File: config.mk
export PLATFORM = sky130hd
export DESIGN_NAME = mem_access_sequencer
export DESIGN_NICKNAME = d
export VERILOG_FILES = /design/src/rtl/mem_access_sequencer.sv
export SDC_FILE = /design/constraint.sdc
export NUM_CORES = 1
export LEC_CHECK = 0
export CORE_MARGIN = 4
export CORE_UTILIZATION = 41
export CTS_CLUSTER_SIZE = 14
export DETAILED_ROUTE_END_ITERATION = 10
export GPL_ROUTABILITY_DRIVEN = 0
export PLACE_DENSITY = 0.91
export SYNTH_ARGS = -nofsm -noshare
export SYNTH_HDL_FRONTEND = slang
export SYNTH_SLANG_ARGS = --single-unit
File: constraint.sdc
create_clock -name Clock -period 2.2 [get_ports Clock]
set_input_delay 0.44 -clock Clock [delete_from_list [all_inputs] [get_ports Clock]]
set_output_delay 0.44 -clock Clock [all_outputs]
set_load 0.1 [all_outputs]
File: src/rtl/mem_access_sequencer.sv
// mem_access_sequencer: accepts one load/store at a time over a valid/ready
// handshake and holds the memory bus stable for the whole access. It waits for
// MEM_MFC and keeps the last load value in an internal MDR. It returns a
// one-cycle response that carries the data or an error flag.
// Optional feature macro: MEMSEQ_TIMEOUT_EN, which adds an access timeout that
// forces a fault after TIMEOUT ACCESS cycles.
module mem_access_sequencer #(
   parameter int READ_WAIT = 1,
   parameter int TIMEOUT   = 16
) (
   input  logic        Clock,
   input  logic        Reset_L,
   input  logic        REQ_Valid,
   output logic        REQ_Ready,
   input  logic        REQ_Write,
   input  logic [31:0] REQ_Address,
   input  logic [31:0] REQ_Data,
   output logic        RSP_Valid,
   output logic [31:0] RSP_Data,
   output logic        RSP_Error,
   output logic [31:0] MEM_Address,
   output logic [31:0] MEM_Data_In,
   output logic [1:0]  MEM_r_w_z_z,
   input  logic [31:0] MEM_Data_Out,
   input  logic        MEM_MFC,
   input  logic        MEM_ERROR
);

   typedef enum logic [1:0] {
      S_IDLE   = 2'd0,
      S_ACCESS = 2'd1,
      S_RESP   = 2'd2
   } state_t;

   localparam logic [7:0] WAIT_LAST = 8'(READ_WAIT);
   localparam logic [1:0] BUS_IDLE  = 2'b10;

   state_t      state_reg;
   logic        write_reg;
   logic [7:0]  wait_cnt_reg;

`ifdef MEMSEQ_TIMEOUT_EN
   localparam logic [7:0] TO_LAST = 8'(TIMEOUT - 1);
   logic [7:0]  to_cnt_reg;
   logic        timed_out;

   // The current ACCESS edge is the TIMEOUT-th one without completion
   assign timed_out = (to_cnt_reg == TO_LAST);
`else
   // TIMEOUT only matters when the timeout feature is built in
   logic [7:0]  unused_timeout;
   assign unused_timeout = 8'(TIMEOUT);
`endif

   // Sequencer FSM; every output is a register that this block updates
   always_ff @(posedge Clock) begin
      if (!Reset_L) begin
         state_reg    <= S_IDLE;
         write_reg    <= 1'b0;
         wait_cnt_reg <= 8'd0;
`ifdef MEMSEQ_TIMEOUT_EN
         to_cnt_reg   <= 8'd0;
`endif
         REQ_Ready    <= 1'b1;
         RSP_Valid    <= 1'b0;
         RSP_Data     <= 32'd0;
         RSP_Error    <= 1'b0;
         MEM_Address  <= 32'd0;
         MEM_Data_In  <= 32'd0;
         MEM_r_w_z_z  <= BUS_IDLE;
      end else begin
         RSP_Valid <= 1'b0;
         case (state_reg)
            S_IDLE: begin
               if (REQ_Valid) begin
                  MEM_Address  <= REQ_Address;
                  MEM_Data_In  <= REQ_Data;
                  write_reg    <= REQ_Write;
                  wait_cnt_reg <= 8'd0;
`ifdef MEMSEQ_TIMEOUT_EN
                  to_cnt_reg   <= 8'd0;
`endif
                  RSP_Error    <= 1'b0;
                  REQ_Ready    <= 1'b0;
                  MEM_r_w_z_z  <= {1'b0, REQ_Write};
                  state_reg    <= S_ACCESS;
               end
            end
            S_ACCESS: begin
               if (wait_cnt_reg != WAIT_LAST)
                  wait_cnt_reg <= wait_cnt_reg + 8'd1;
`ifdef MEMSEQ_TIMEOUT_EN
               if (to_cnt_reg != 8'hFF)
                  to_cnt_reg <= to_cnt_reg + 8'd1;
`endif
               // A bus fault wins over completion; completion wins over timeout
               if (MEM_ERROR) begin
                  RSP_Error   <= 1'b1;
                  RSP_Valid   <= 1'b1;
                  MEM_r_w_z_z <= BUS_IDLE;
                  state_reg   <= S_RESP;
               end else if ((wait_cnt_reg == WAIT_LAST) && MEM_MFC) begin
                  if (!write_reg)
                     RSP_Data <= MEM_Data_Out;
                  RSP_Valid   <= 1'b1;
                  MEM_r_w_z_z <= BUS_IDLE;
                  state_reg   <= S_RESP;
               end
`ifdef MEMSEQ_TIMEOUT_EN
               else if (timed_out) begin
                  RSP_Error   <= 1'b1;
                  RSP_Valid   <= 1'b1;
                  MEM_r_w_z_z <= BUS_IDLE;
                  state_reg   <= S_RESP;
               end
`endif
            end
            S_RESP: begin
               REQ_Ready <= 1'b1;
               state_reg <= S_IDLE;
            end
            default: begin
               REQ_Ready   <= 1'b1;
               MEM_r_w_z_z <= BUS_IDLE;
               state_reg   <= S_IDLE;
            end
         endcase
      end
   end

endmodule

After elaboration in Yosys (flattened, before gate mapping):

Index checks and enable logic that the tools add are counted.

* add/sub/neg operators: 1
* bitwise operators: 4
* equal/unequal tests: 8
* multiplexer cells: 15
* reductions and logical operators: 11

Operators with widths (number)
* 2-to-1 mux 8 bit: 2
* one-hot mux 8 bit (2 select lines): 1
* AND reduction 3 bit: 3
* adder 8 x 1 -> 8 bit, second input constant: 1
* == test 8 x 1 -> 1 bit, second input constant: 1
* 2-to-1 mux 2 bit: 4
* != test 8 x 1 -> 1 bit, second input constant: 1
* AND reduction 2 bit: 4
* != test 2 bit, second input constant: 3
* one-hot mux 2 bit (3 select lines): 1
* 2-to-1 mux 1 bit: 4
* NOT 1 bit: 4
* one-hot mux 1 bit (2 select lines): 2
* one-hot mux 2 bit (2 select lines): 1
* AND reduction 4 bit: 1
* != test 3 bit, second input constant: 1
* == test 2 x 1 -> 1 bit, second input constant: 1
* == test 2 bit, second input constant: 1
* logical NOT 2 bit: 1
* nonzero test 2 bit: 1
* logical AND 1 bit: 1

* bits of input ports: 102
* output and inout bits: 101
* word-level logic and storage cells: 49
* register bits after elaboration: 112

Logic depth before layout (Yosys ltp):

Gate-level depths: netlist of run 1.

* word-level depth: 5
* gate-level depth with buffers: 6
* depth with buffers taken out: 5

Least setup slack after synthesis of run 1:

OpenSTA, ideal clock, no wires.

* path type: register to register
* from: reg wait_cnt_reg[0]
* to: reg RSP_Data[0]
* slack: 0.313 ns
* period minus slack after synthesis: 1.887 ns
* path buffers: 1
* library setup time: 0.072 ns
* data arrival time: 1.815 ns
* required time: 2.128 ns
* cell stages (with the launch flop): 6
* cell sequence: dfxtp_1 ha_1 or4b_4 nor4_4 buf_6 mux2i_1

* longest elaborated chain between the ends: 3

RTL lines
* start, declared: line 40 `logic [7:0] wait_cnt_reg;`
* start signal, assigned: line 91 `wait_cnt_reg <= wait_cnt_reg + 8'd1;`
* == test 8 x 1 -> 1 bit: line 102 `end else if ((wait_cnt_reg == WAIT_LAST) && MEM_MFC) begin`
* logical AND 1 bit: line 102
* AND reduction 4 bit (no source line)
* end signal, assigned: line 104 `RSP_Data <= MEM_Data_Out;`
* end, declared: line 19 `output logic [31:0] RSP_Data,`

No other way between the ends.
A chain may end at the register's enable or synchronous reset.

Worst setup path after layout of run 1:

* from: reg wait_cnt_reg[0]
* to: reg RSP_Data[12]

The elaborated chain is that of the path after synthesis.

==> impl_metrics.ini, run 1 <==
[outcome]
outcome = completed

[clock_network]
clk_latency_ns = 0.37
hold_buffers = 0
cts_buffers = 9
clock_path_buffers = 2
tritoncts = done
postCtsSetupRepairBufs = 0
clkTransAtPathRegs_ns = 0.12
cts.sinks = 112
htreeDepth = 3
ctsRootBufferMaster = clkbuf_8
post_cts_resized = 0

[die]
die_x_um = 109.5
rows = 36
start_util = 0.4266
fp.coreArea_um2 = 9910
io_pins = 203
dieArea_um2 = 12000
dieHeight_um = 109.5

[placed_design]
dpl.cell_count = 815
post-dp-hpwl_mm = 8.971
place.port_buffers = 202

[grt]
overflow = 0
antenna_found_initial = 0
grt_usage = 0.1919
first_global_vias = 3968
grt_first_pass_wirelength_mm = 18.53
use_met3 = 0.06048
use_met1 = 0.2132
grt_max_degree = 59
met2_usage = 0.3431
busiest_layer = met2

[route]
firstDrtPassIters = 4
via_count = 4107
detail-route-antenna-nets = 0
routedWlPerCell_um = 14.39
via_per_inst = 4.942
wl_mm = 11.96
drc_errors = 0
drt-initial-drc-count = 215

[yosys]
synth.area.top_cells = dfxtp_1 53%, nand2_1 18%, mux2i_1 8.5%
yosysTopAreaCell = dfxtp_1
synth_cells = 505
yosysMostFrequentCell = nand2_1
synth_seq_cells = 112
synthesis.area_um2 = 4228
synth-edff-count = 0
yosysSeqAreaShare = 0.5303
synth_common_cells = 199 x nand2_1, 112 x dfxtp_1, 71 x a21oi_1
ys_async_sr_fraction = 0
synth_top_area_share = 0.5303
yosysWarnings = 0
syn_nets = 609
postSynthAreaPerCell_um2 = 8.372
ys_types = 37
synth_top_flop_cell = dfxtp_1

[worst_setup_path]
critPathRequiredTime_ns = 2.50
critPathMaxStageDelay_ns = 0.50
crit_path_start_kind = flop
cp_max_fo = 32
worstPathArrival_ns = 2.35
r2r_cells = 5
end_kind = flop
path_class = flop to flop
crit_chain = ha_1, or4b_4, nor4_4, buf_12, mux2i_1
crit_buf_inv = 1
path_depth = 5
crit_family = simple AND/OR/NAND/NOR gates
cp_slowest_cell = or4b_4

[layout]
final_net_count = 797
layout-drive-gt1-share = 0.1934
fin_util = 0.6405
multiInputGateArea_um2 = 1818
syn_to_final_growth_pct = 50.13
fin_cells = 831
diodes = 0
seq_area_um2 = 2242
fillerInstances = 856
largestRegisters = MEM_Address (32), MEM_Data_In (32), RSP_Data (32)

[hold_path]
holdPathStages = 2
hp-class = primary input to flop

[sta]
hold_violations = 0
finalCriticalPeriod_ns = 2.052
setup_viol = 0
finalClockSkew_ns = 0.01365
period_share = 0.9326
max_freq_mhz = 487.4
rsz0062_at_grt = false
slew_violations = 0
max_slew_margin = 0.5449
worst_pin_slew_ns = 0.6732

[pwr]
finalPower_mw = 4.623
p_per_area_nw_per_um2 = 728.4
ir_worst_vdd_v = 0.0005572
leakage_nw = 2.551

[run]
drv_cap = 0
## routing by layer
| metal | part of all wire | vias up |
|---|---|---|
| met1 | 0.38 | 1891 |
| li1 | - | 2036 |
| met2 | 0.52 | 150 |
| met5 | 0 | - |
| met3 | 0.082 | 30 |
| met4 | 0.027 | 0 |
## power breakdown
part           internal (mW)  leakage [nW]  total, mW  switching (mW)
registers               2.12         0.914       2.17          0.0547
clock network          0.451        0.0974       1.21           0.757
logic                  0.369          1.54       1.24           0.875
## layout make-up
class	instances	area share
repair buffers	213	0.3008
clock inverters	7	0.01143
flip-flops and latches	112	0.3532
clock buffers	9	0.01952
well taps	133	0.02622
multi-input cells	353	0.2864
inverters	4	0.002365
## path summary, 6_finish.rpt
kind                   start               to  slack (ns)
min reg2reg  MEM_Data_In[12]  MEM_Data_In[12]        0.46
min                  Reset_L   MEM_r_w_z_z[1]        0.45
max reg2reg  wait_cnt_reg[0]     RSP_Data[12]        0.15
max          wait_cnt_reg[0]     RSP_Data[12]        0.15
## cell usage in the layout (no fill, tap or decap), types with 3 or more instances in the layout
master and instances:
o31ai_1 4, nand3_1 4, inv_1 3, buf_4 107
or4_1 4, dfxtp_1 112, nand2_1 199, clkdlybuf4s50_1 100
nand2b_1 3, a21oi_1 71, buf_12 5, inv_6 3
mux2i_1 36, clkbuf_8 9
## logic make-up (layout without fill, tap and decap cells)
kind of cell | Yosys count | in the layout | share of synthesized area
and+or+nand+nor | 228 | 228 | 0.2267
buffers and inverters | 40 | 233 | 0.04084
AOI/OAI and AO/OA | 87 | 87 | 0.1110
muxes | 36 | 36 | 0.08523
DFF | 112 | 112 | 0.5303
adders and majority gates | 2 | 2 | 0.005918
## worst reg2reg max path, cell delays in order, from the launching register on
cell     delay (ns)
dfxtp_1        0.41
ha_1           0.19
or4b_4         0.50
nor4_4         0.35
buf_12         0.27
mux2i_1        0.27
## stage by stage
stage | area, um^2 | hold slack [ns] | setup TNS, ns | setup WS [ns]
after floorplan | 4228 | 0.4605 | 0 | 0.3131
after global placement | 6151 | 0.4424 | -1.444 | -0.04975
after detailed placement | 6151 | 0.4471 | -3.505 | -0.1651
after CTS | 6347 | 0.4282 | 0 | 0.1568
after global routing | 6347 | 0.4535 | 0 | 0.05022
final | 6347 | 0.4490 | 0 | 0.1483
No activity file was read; power rests on OpenSTA's default activity.
==> run 2, diff against run 1 <==
Settings changed: CELL_PAD_IN_SITES_DETAIL_PLACEMENT set to 1, CELL_PAD_IN_SITES_GLOBAL_PLACEMENT set to 2, CORE_UTILIZATION 41 to 24, PLACE_DENSITY 0.91 to 0.95.
Clock period 2.2 ns to 2.7 ns, I/O delays scaled along.
==> run 2 against run 1 <==
Effect of this change: worst hold slack improved by 0.0083 ns; worst setup slack improved by 0.38 ns; utilization fell by 26 points; die area grew 65%; clock skew decreased by 0.0034 ns; register-to-register slack better by 0.49 ns; non-clock buffer count decreased by 5; first-iteration DRC count down 27%; clock power increased by 7%; flip-flop and latch count stayed put; cell area is 2.7% higher; critical endpoint is now RSP_Data[6]; largest cell class unchanged; highest routed layer unchanged.
==> impl_metrics.ini, run 2 (same netlist as run 1, synthesis figures left out) <==
[outcome]
outcome = completed

[route]
detail-route-antenna-nets = 0
routedWlPerCell_um = 14.92
drt-initial-drc-count = 158
drc_errors = 0
wl_mm = 13.70
via_per_inst = 4.437
firstDrtPassIters = 4
via_count = 4073

[die]
dieHeight_um = 140.7
rows = 48
fp.coreArea_um2 = 17300
die_x_um = 140.7
dieArea_um2 = 19800
io_pins = 203
start_util = 0.2444

[clock_network]
clk_latency_ns = 0.35
post_cts_resized = 0
postCtsSetupRepairBufs = 0
clock_path_buffers = 2
tritoncts = done
clkTransAtPathRegs_ns = 0.07
cts_buffers = 9
ctsRootBufferMaster = clkbuf_16
cts.sinks = 112
hold_buffers = 0
htreeDepth = 3

[grt]
grt_max_degree = 74
grt_first_pass_wirelength_mm = 21.98
overflow = 0
antenna_found_initial = 0
grt_usage = 0.1376
first_global_vias = 4064

[worst_setup_path]
crit_path_start_kind = primary input
path_class = primary input to flop
worstPathArrival_ns = 2.43
critPathRequiredTime_ns = 2.96
crit_chain = clkdlybuf4s50_1, or4b_1, nor4_4, buf_12, mux2i_1
cp_slowest_cell = or4b_1
r2r_cells = 5
crit_family = simple AND/OR/NAND/NOR gates
end_kind = flop
rrSetupSlack_ns = 0.64
cp_max_fo = 32
path_depth = 5
r2r-end = RSP_Data[6]
critPathMaxStageDelay_ns = 0.53
crit_buf_inv = 2
reg2reg_from = wait_cnt_reg[0]

[hold_path]
holdPathStages = 2
hp-class = flop to flop
worstHoldStart = MEM_Data_In[4]
holdPathEnd = MEM_Data_In[4]

[placed_design]
post-dp-hpwl_mm = 9.764
place.port_buffers = 202

[layout]
largestRegisters = MEM_Address (32), MEM_Data_In (32), RSP_Data (32)
final_net_count = 792
final_common_cell = nand2_1
final_cell_mix = 199 x nand2_1, 112 x dfxtp_1, 101 x buf_4
fin_util = 0.3770
diodes = 0
layout-drive-gt1-share = 0.1876
syn_to_final_growth_pct = 54.25

[pwr]
finalPower_mw = 4.080
ir_worst_vdd_v = 0.0003015
leakage_nw = 2.578
p_per_area_nw_per_um2 = 625.6

[sta]
period_share = 0.8039
hold_ws_ns = 0.4573
hold_violations = 0
max_freq_mhz = 460.7
finalClockSkew_ns = 0.01026
worst_pin_slew_ns = 0.7379
tns_ns = 0
finalCriticalPeriod_ns = 2.170
setup_viol = 0
rsz0062_at_grt = false
max_slew_margin = 0.5071
slew_violations = 0

[run]
drv_cap = 0
-- run 2: cell types whose count changed in the layout (fill, tap and decap cells not counted), sizes merged --
cell      delta
inv          -3
buf          -5
clkbuf       +1
clkinv       +3
clkinvlp     -1
-- run 2: routing by layer --
layer / wire, um / part of all wire / GRT usage
met4: 155 / 0.011 / 0.03825
met5: 0 / 0 / 0
met3: 1690 / 0.12 / 0.07022
met2: 5960 / 0.44 / 0.2165
met1: 5892 / 0.43 / 0.1659
-- run 2: worst max-delay path by stage --
stage                        to     from
global route        RSP_Data[6]  MEM_MFC
floorplan           RSP_Data[0]  MEM_MFC
finish              RSP_Data[6]  MEM_MFC
CTS                 RSP_Data[6]  MEM_MFC
detailed placement  RSP_Data[4]  MEM_MFC
global placement    RSP_Data[1]  MEM_MFC
-- run 2: layout make-up --
type	count	area [um^2]
clock buffers	10	239.0
multi-input cells	353	1818
clock inverters	6	41.29
repair buffers	208	1884
inverters	4	15.01
well taps	225	281.5
flip-flops and latches	112	2242
fillers	2059	10780
-- run 2: per-stage QoR --
step | instances | area [um^2] | setup WS [ns]
2_1_floorplan | 505 | 4228 | 0.7979
3_3_place_gp | 902 | 6241 | 0.2806
3_5_place_dp | 902 | 6241 | 0.2051
4_1_cts | 918 | 6521 | 0.5036
5_1_grt | 918 | 6521 | 0.4221
6_report | 918 | 6521 | 0.5295
-- run 2: worst reg2reg max path: cells and delay by family (launching register included) --
family	cells	cell delay [ns]
adders and majority gates	1	0.19
and+or+nand+nor	2	0.83
buffers and inverters	1	0.28
DFF	1	0.40
muxes	1	0.28
-- run 2: report_power, final --
group	switching, mW	leakage, nW	internal (mW)	total (mW)
combinational	0.720	1.52	0.297	1.02
sequential	0.0444	0.914	1.72	1.77
clock	0.638	0.143	0.656	1.29
total	1.40	2.58	2.68	4.08
==> run 3, diff against run 2 <==
Settings changed: CORE_UTILIZATION 24 to 20, PLACE_DENSITY 0.95 to 0.86.
Clock period 2.7 ns to 1.8 ns, I/O delays scaled along.
==> run 3 against run 2 <==
Effect of this change: the run now ends with negative setup slack left; worst setup slack got worse by 0.56 ns; critical path depth increased by 2; count of clock-buffer cells in the layout increased by 1; cell area increased by 24%; cell count increased by 7.6%; via count increased by 3.7%; die area increased by 19%; combinational power increased by 81%; global-route usage decreased by 0.70 points; worst hold slack got worse by 0.023 ns; critical path type is now flop to flop; largest cell class is now non-clock buffers; highest routed layer unchanged.
==> impl_metrics.ini, run 3 (same netlist as run 1, synthesis figures left out) <==
[grt]
grt_max_degree = 74
grt_usage = 0.1305
antenna_found_initial = 1
first_global_vias = 4432
grt_first_pass_wirelength_mm = 24.45
overflow = 0

[outcome]
violations = negative setup slack
outcome = finished with violations

[worst_setup_path]
path_class = flop to flop
crit_family = simple AND/OR/NAND/NOR gates
cp_max_fo = 8
worstPathArrival_ns = 2.12
cp_slowest_cell = or4b_4
critPathRequiredTime_ns = 2.08
end_kind = flop
crit_buf_inv = 3
crit_path_start_kind = flop
crit_chain = inv_2, ha_4, or4b_4, nor4_4, buf_4, buf_12, mux2i_2
critPathMaxStageDelay_ns = 0.47

[clock_network]
clkTransAtPathRegs_ns = 0.08
hold_buffers = 0
cts_buffers = 9
clock_path_buffers = 2
htreeDepth = 3
ctsRootBufferMaster = clkbuf_16
tritoncts = done
clk_latency_ns = 0.36
cts.sinks = 112

[placed_design]
place.port_buffers = 202
post-dp-hpwl_mm = 11.14
dpl.cell_count = 967

[run]
drv_cap = 0

[pwr]
ir_worst_vdd_v = 0.0003979
leakage_nw = 3.036
finalPower_mw = 6.501
p_per_area_nw_per_um2 = 801.9

[route]
detail-route-antenna-nets = 0
wl_mm = 15.29
routedWlPerCell_um = 15.47
drc_errors = 0
drt-initial-drc-count = 107
via_per_inst = 4.276
firstDrtPassIters = 4
via_count = 4225

[sta]
slew_violations = 0
finalClockSkew_ns = 0.008073
layout_setup_ws_ns = -0.03424
worst_pin_slew_ns = 0.6699
rsz0062_at_grt = true
max_freq_mhz = 545.2
hold_ws_ns = 0.4341
max_slew_margin = 0.5525
finalCriticalPeriod_ns = 1.834
hold_violations = 0
period_share = 1.019
setup_viol = 22

[layout]
final_common_cell = nand2_1
fin_cells = 988
final_cell_mix = 199 x nand2_1, 110 x dfxtp_1, 108 x buf_12
layout-drive-gt1-share = 0.2228
largestRegisters = MEM_Address (32), MEM_Data_In (32), RSP_Data (32)
final_net_count = 817
syn_to_final_growth_pct = 91.74
diodes = 0

[die]
start_util = 0.2063
die_x_um = 153.4
dieHeight_um = 153.4
dieArea_um2 = 23530
fp.coreArea_um2 = 20490
io_pins = 203
rows = 52

[hold_path]
hp-class = primary input to flop
run 3: cell count changes in the layout (fill, tap and decap cells not counted), sizes merged:
cell	previous run	this run
clkbuf	10	11
clkdlybuf4s50	100	99
buf	108	132
bufbuf	0	1
clkinv	4	3
dlygate4sd2	0	1
run 3: area by class of cell:
class | count | area (um^2)
Fill cell | 2294 | 12390
Timing Repair Buffer | 233 | 3392
Sequential cell | 112 | 2245
Multi-Input combinational cell | 353 | 1844
Tap cell | 270 | 337.8
Clock buffer | 11 | 232.7
Clock inverter | 5 | 40.04
Inverter | 4 | 15.01
run 3: layer usage:
| metal | up-vias | part of all wire | track usage |
|---|---|---|---|
| li1 | 2080 | - | - |
| met1 | 1965 | 0.43 | 0.1510 |
| met2 | 167 | 0.45 | 0.2104 |
| met3 | 13 | 0.12 | 0.07549 |
| met4 | 0 | 0.010 | 0.02902 |
| met5 | - | 0 | 0 |
run 3: metrics by stage:
step	setup TNS (ns)	util	worst slack, ns	cell area (um^2)
floorplan	0	-	0.02846	4232
global placement	-23.26	0.3770	-0.4217	7726
detailed placement	-25.55	0.3770	-0.4777	7726
CTS	-0.3228	0.3952	-0.02637	8099
global route	-2.861	0.3955	-0.1304	8107
finish	-0.3356	0.3955	-0.03424	8107
run 3: what timing repair did:
action,4_1_cts,5_1_grt
cloned,2,0
resized for setup,8,2
endpoints found under the setup margin,32,32
setup buffers,3,0
run 3: power breakdown:
part	total (mW)	switching, mW	internal (mW)
combinational	1.85	1.11	0.741
clock	1.96	0.998	0.957
sequential	2.70	0.112	2.59
run 3: worst min-delay path: cells and delay by family:
| kind | cells | cell delay [ns] |
|---|---|---|
| buffers and inverters | 2 | 0.26 |
| and+or+nand+nor | 1 | 0.13 |
run 3: path summary, 6_finish.rpt:
| kind | from | to | slack (ns) | cells after the start |
|---|---|---|---|---|
| hold / removal | Reset_L | RSP_Error | 0.43 | 3 |
| setup / recovery | wait_cnt_reg[1] | RSP_Data[24] | -0.03 | 7 |
| hold reg to reg | MEM_Data_In[2] | MEM_Data_In[2] | 0.49 | 2 |
| setup reg to reg | wait_cnt_reg[1] | RSP_Data[24] | -0.03 | 7 |
